`src/rtl/arbiter_rr_param.sv`:
```
// Round-robin output-port arbiter with RTS/DCTS flit handshake.
// Optional cap on consecutive grants to one port while others wait.
module arbiter_rr_param #(
    parameter int NUM_PORTS = 5,
    parameter int MAX_HOLD  = 0,
    parameter int IDX_W     = $clog2(NUM_PORTS)
) (
    input  logic                 clk,
    input  logic                 rst_n,
    input  logic [NUM_PORTS-1:0] req,
    input  logic                 dcts,
    output logic [NUM_PORTS-1:0] grant,
    output logic [NUM_PORTS-1:0] xbar_sel,
    output logic                 rts,
    output logic [IDX_W-1:0]     cur_port,
    output logic                 busy
);

    localparam int HC_W = (MAX_HOLD > 1) ? $clog2(MAX_HOLD + 1) : 1;

    typedef enum logic {
        IDLE,
        SERVE
    } mode_e;

    mode_e             mode_q, mode_d;
    logic [IDX_W-1:0]  cur_q, cur_d;
    logic [IDX_W-1:0]  ptr_q, ptr_d;
    logic [HC_W-1:0]   hc_q, hc_d;
    logic              rts_q, rts_d;

    logic [NUM_PORTS-1:0] cur_oh;
    logic                 others;
    logic [IDX_W:0]       pk;

    function automatic logic [IDX_W-1:0] nxt(input logic [IDX_W-1:0] i);
        return (int'(i) == NUM_PORTS - 1) ? '0 : i + 1'b1;
    endfunction

    // Returns {found, index}; lowest offset from start wins.
    function automatic logic [IDX_W:0] pick(input logic [IDX_W-1:0]     start,
                                            input logic [NUM_PORTS-1:0] r);
        logic [IDX_W:0] res;
        int             j;
        res = '0;
        for (int i = NUM_PORTS - 1; i >= 0; i--) begin
            j = int'(start) + i;
            if (j >= NUM_PORTS) j = j - NUM_PORTS;
            if (r[j]) res = {1'b1, IDX_W'(j)};
        end
        return res;
    endfunction

    assign cur_oh = {{(NUM_PORTS-1){1'b0}}, 1'b1} << cur_q;
    assign others = |(req & ~cur_oh);

    always_comb begin
        mode_d = mode_q;
        cur_d  = cur_q;
        ptr_d  = ptr_q;
        hc_d   = hc_q;
        rts_d  = rts_q;
        pk     = '0;
        unique case (mode_q)
            IDLE: begin
                if (|req) begin
                    pk     = pick(ptr_q, req);
                    mode_d = SERVE;
                    cur_d  = pk[IDX_W-1:0];
                    hc_d   = '0;
                end
            end
            SERVE: begin
                if (!rts_q) begin
                    rts_d = 1'b1;
                end else if (dcts) begin
                    rts_d = 1'b0;
                    if (req[cur_q] && (MAX_HOLD == 0 ||
                        int'(hc_q) + 1 < MAX_HOLD || !others)) begin
                        hc_d = (hc_q == '1) ? hc_q : hc_q + 1'b1;
                    end else begin
                        pk   = pick(nxt(cur_q), req);
                        hc_d = '0;
                        if (pk[IDX_W]) begin
                            cur_d = pk[IDX_W-1:0];
                            ptr_d = nxt(pk[IDX_W-1:0]);
                        end else begin
                            mode_d = IDLE;
                            ptr_d  = nxt(cur_q);
                        end
                    end
                end
            end
            default: mode_d = IDLE;
        endcase
    end

    always_ff @(posedge clk or negedge rst_n) begin
        if (!rst_n) begin
            mode_q <= IDLE;
            cur_q  <= '0;
            ptr_q  <= '0;
            hc_q   <= '0;
            rts_q  <= 1'b0;
        end else begin
            mode_q <= mode_d;
            cur_q  <= cur_d;
            ptr_q  <= ptr_d;
            hc_q   <= hc_d;
            rts_q  <= rts_d;
        end
    end

    assign busy     = (mode_q == SERVE);
    assign xbar_sel = busy ? cur_oh : '0;
    assign grant    = xbar_sel & {NUM_PORTS{rts_q & dcts}};
    assign rts      = rts_q;
    assign cur_port = busy ? cur_q : '0;

endmodule

```
`config.mk`:
```
export PLATFORM = sky130hd
export DESIGN_NAME = arbiter_rr_param
export DESIGN_NICKNAME = d
export VERILOG_FILES = /design/src/rtl/arbiter_rr_param.sv
export SDC_FILE = /design/constraint.sdc
export NUM_CORES = 1
export LEC_CHECK = 0
export CORE_ASPECT_RATIO = 1.1
export CORE_MARGIN = 8
export CORE_UTILIZATION = 55
export CTS_BUF_LIST = sky130_fd_sc_hd__clkbuf_8
export DETAILED_ROUTE_END_ITERATION = 10
export GPL_ROUTABILITY_DRIVEN = 0
export PLACE_DENSITY = 0.76
export SETUP_SLACK_MARGIN = 0.4
export SLEW_MARGIN = 20
export SYNTH_ARGS = -nofsm -noshare
export SYNTH_HDL_FRONTEND = slang
export SYNTH_SLANG_ARGS = --single-unit
```
`constraint.sdc`:
```
create_clock -name clk -period 7.6 [get_ports clk]
set_input_delay 1.14 -clock clk [delete_from_list [all_inputs] [get_ports clk]]
set_output_delay 1.14 -clock clk [all_outputs]
set_load 0.01 [all_outputs]
```
==> qor.yml <==
timing:
  timing.fmax_mhz: 198
  max-slew-margin-rel_pct: 37.2
  timing.final.setup_violations: 0
  finalCritPeriodShare_pct: 66.4
  rsz0062_at_grt: "false"
  period_minus_slack_ps: 5040
  fin_skew_ps: 4.53
  worst-slew-pin-transition_ps: 941
  setup_tns_ps: 0
  timing_hold_violations_final: 0
  timing_max_transition_violations_final: 0
  finalWorstSetupSlack_ps: 2560
global_routing:
  grt_start_max_net_pins: 32
  grt_pass1_vias: 2826
  top_usage_layer: "met2"
  gr-usage-met1_pct: 25.1
  overflow_left_after_global_routing: 0
  initial_antenna_violation_count: 0
  grt_first_pass_wirelength_microns: 13200
  grt_use_total_pct: 19.6
  gr-usage-met2_pct: 32.7
  met3_usage_pct: 2.71
worst_setup_path:
  worstRegToRegCells: 14
  setup.worst_path.end_class: "register"
  startpoint_type: "register"
  crit_start: "cur_q[0]$_DFFE_PN0P_"
  worst_r2r_startpoint: "cur_q[0]$_DFFE_PN0P_"
  r2r_slack_ps: 2560
  regToRegEndpoint: "cur_q[1]$_DFFE_PN0P_"
  cp_max_fo: 20
  cp_data_arrival_time_ps: 5140
  worst_setup_path_endpoint: "cur_q[1]$_DFFE_PN0P_"
  worstSetupPathType: "reg -> reg"
  worst-endpoint-required_ps: 7700
synthesis:
  netlist-cell-type-count: 75
  synth_top_family_by_area: "compound AO/OA/AOI/OAI gates"
  postSynthAreaPerCell_sq_um: 7.36
  yosys_warnings: 0
  ys_ff_latch: 8
  yosys_most_used_dff: "dfrtp_1"
  synth-compound-area-share_pct: 35.6
  synth_async_sr_flop_share_pct: 100
  synthesis.area_sq_mm: 0.00279
  post_synth_fa_ha_maj_area_fraction_pct: 13.0
  synth.yosys.seq_area_share_pct: 7.17
  synthesis.nets: 416
  syn-instance-count: 379
  synth.mux.area_fraction_pct: 10.6
  post_synth_and_or_nand_nor_area_fraction_pct: 24.3
  synth_xor_xnor_area_share_pct: 2.51
  number_of_flops_mapped_to_enable_cells_by_yosys: 0
clocking:
  postCtsSetupRepairBufs: 0
  clkSlewWorstSetupHoldPaths_ps: 40
  post_cts_hold_buffer_count: 0
  max-clock-path-buffers: 2
  cts_repair_resize_count: 0
  h-tree-depth: 1
  clock_sinks: 8
  cts_made_buffers: 3
  cts_root_buffer: "clkbuf_8"
  tritoncts_clock_tree: "yes"
  clock_latency_ps: 220
final_layout:
  antenna-diode-count: 0
  drive_gt1_share_pct: 7.85
  layout-area-overhead-vs-synth_pct: 8.30
  design.final.nets: 421
floorplanning:
  initial_core_util_pct: 56.2
  die_w_microns: 83.9
  die_height_microns: 90.7
  core_sq_mm: 0.00497
  rows: 27
  design.portCount: 23
  fp.dieArea_sq_mm: 0.00761
status:
  run_status: "finished, final reports clean"
place:
  detailed_place_hpwl_microns: 5730
  place_ws_ps: 2640
  portBuffers: 22
min_path:
  hp-class: "reg -> reg"
route:
  routed_via_count: 2962
  drt-initial-drc-count: 257
  drt-wirelength-per-cell_microns: 17.6
  postRouteAntennaNets: 0
  post-route-drc-count: 0
  routed_wl_microns: 7740
  first_pass_iters: 5
  route.detailed.vias_per_inst: 6.73
flow_run:
  cap_violations: 0
[state kept, by name (all words and copies together) (netlist names)]
signal,count
rts,1
ptr_q,3
busy,1
cur_q,3
[layer usage]
metal / part of all wire [%] / wire [microns] / vias up
li1: - / - / 1433
met1: 43 / 3360 / 1383
met2: 48 / 3720 / 128
met3: 6.3 / 488 / 18
met4: 2.2 / 167 / 0
met5: 0 / 0 / -
[stage by stage]
| stage | util [%] | instance area [sq um] | hold WS (ps) | cells |
|---|---|---|---|---|
| 6_report | 60.8 | 3020 | 544 | 440 |
| 5_1_grt | 60.8 | 3020 | 588 | 440 |
| 3_5_place_dp | 60.0 | 2980 | 543 | 437 |
| 3_3_place_gp | 60.0 | 2980 | 535 | 437 |
| 2_1_floorplan | - | 2790 | 565 | 379 |
| 4_1_cts | 60.8 | 3020 | 553 | 440 |
[cell families (layout without fill, tap and decap cells)]
kind of cell / Yosys count / in the layout
simple gates: 126 / 126
fa+ha+maj: 29 / 29
mux: 26 / 26
xor+xnor: 8 / 8
compound gates: 138 / 138
flops: 8 / 8
buf+inv: 44 / 47
[final cells by class]
cell class	count	area, sq um
multi-input combinational	327	2400
fill	464	1940
timing repair buffer	22	220
sequential	8	200
inverter	22	87.6
tap	58	72.6
clock buffer	3	41.3
[Yosys cell counts (all sizes together), types with 4 or more instances]
| library cell | instances | area share (%) |
|---|---|---|
| a211oi | 13 | 3.5 |
| a21o | 4 | 1.1 |
| a21oi | 27 | 5.2 |
| a2bb2oi | 4 | 1.3 |
| a31oi | 5 | 1.1 |
| and2 | 8 | 1.8 |
| and3 | 6 | 1.3 |
| buf | 10 | 2.1 |
| clkbuf | 12 | 1.6 |
| dfrtp | 8 | 7.2 |
| ha | 29 | 13 |
| inv | 22 | 3.1 |
| mux2 | 9 | 3.6 |
| mux2i | 15 | 5.4 |
| nand2 | 34 | 4.6 |
| nand2b | 5 | 1.1 |
| nand3 | 6 | 1.1 |
| nand3b | 5 | 1.3 |
| nand4 | 5 | 1.1 |
| nor2 | 21 | 2.8 |
| nor2b | 13 | 3.0 |
| o21a | 4 | 1.1 |
| o21ai | 32 | 5.7 |
| o22a | 4 | 1.3 |
| o31ai | 6 | 1.6 |
| xnor2 | 5 | 1.6 |
[layout by cell type (no fill, tap or decap), types with 4 or more instances in the layout]
cell type / instances
nor2b_1: 12
o21ai_0: 31
nand2b_1: 5
inv_1: 19
nand4_1: 5
a31oi_1: 5
and2_1: 8
and3_1: 6
o31ai_1: 6
mux2_2: 8
a2bb2oi_1: 4
xnor2_1: 5
nor2_1: 21
ha_1: 29
dfrtp_1: 8
clkdlybuf4s50_1: 22
a21o_1: 4
nand2_1: 34
a21oi_1: 26
o21a_1: 4
nand3_1: 6
nand3b_1: 5
mux2i_1: 15
o22a_1: 4
a211oi_1: 13
[worst min path at each step]
stage / slack [ps] / depth (start not counted) / start / end
after floorplan: 560 / 1 / rts$_DFFE_PN0P_ / rts$_DFFE_PN0P_
after global placement: 530 / 1 / rts$_DFFE_PN0P_ / rts$_DFFE_PN0P_
after detailed placement: 540 / 1 / rts$_DFFE_PN0P_ / rts$_DFFE_PN0P_
after CTS: 550 / 1 / rts$_DFFE_PN0P_ / rts$_DFFE_PN0P_
after global routing: 590 / 1 / rts$_DFFE_PN0P_ / rts$_DFFE_PN0P_
final: 540 / 1 / rts$_DFFE_PN0P_ / rts$_DFFE_PN0P_
[worst max-delay path, cell delays in order, from the launching register on]
cell and delay, ps:
dfrtp_1 620, inv_1 240, ha_1 290, a21o_1 610
ha_1 250, inv_1 40, ha_1 380, a211oi_1 390
a211oi_1 140, a31o_1 240, o311ai_1 470, nand2_1 140
or4_4 550, a21oi_4 200, mux2_1 340
Power is not shown: default switching activity piles up to over one toggle a cycle in this logic, so the estimate is an artifact.
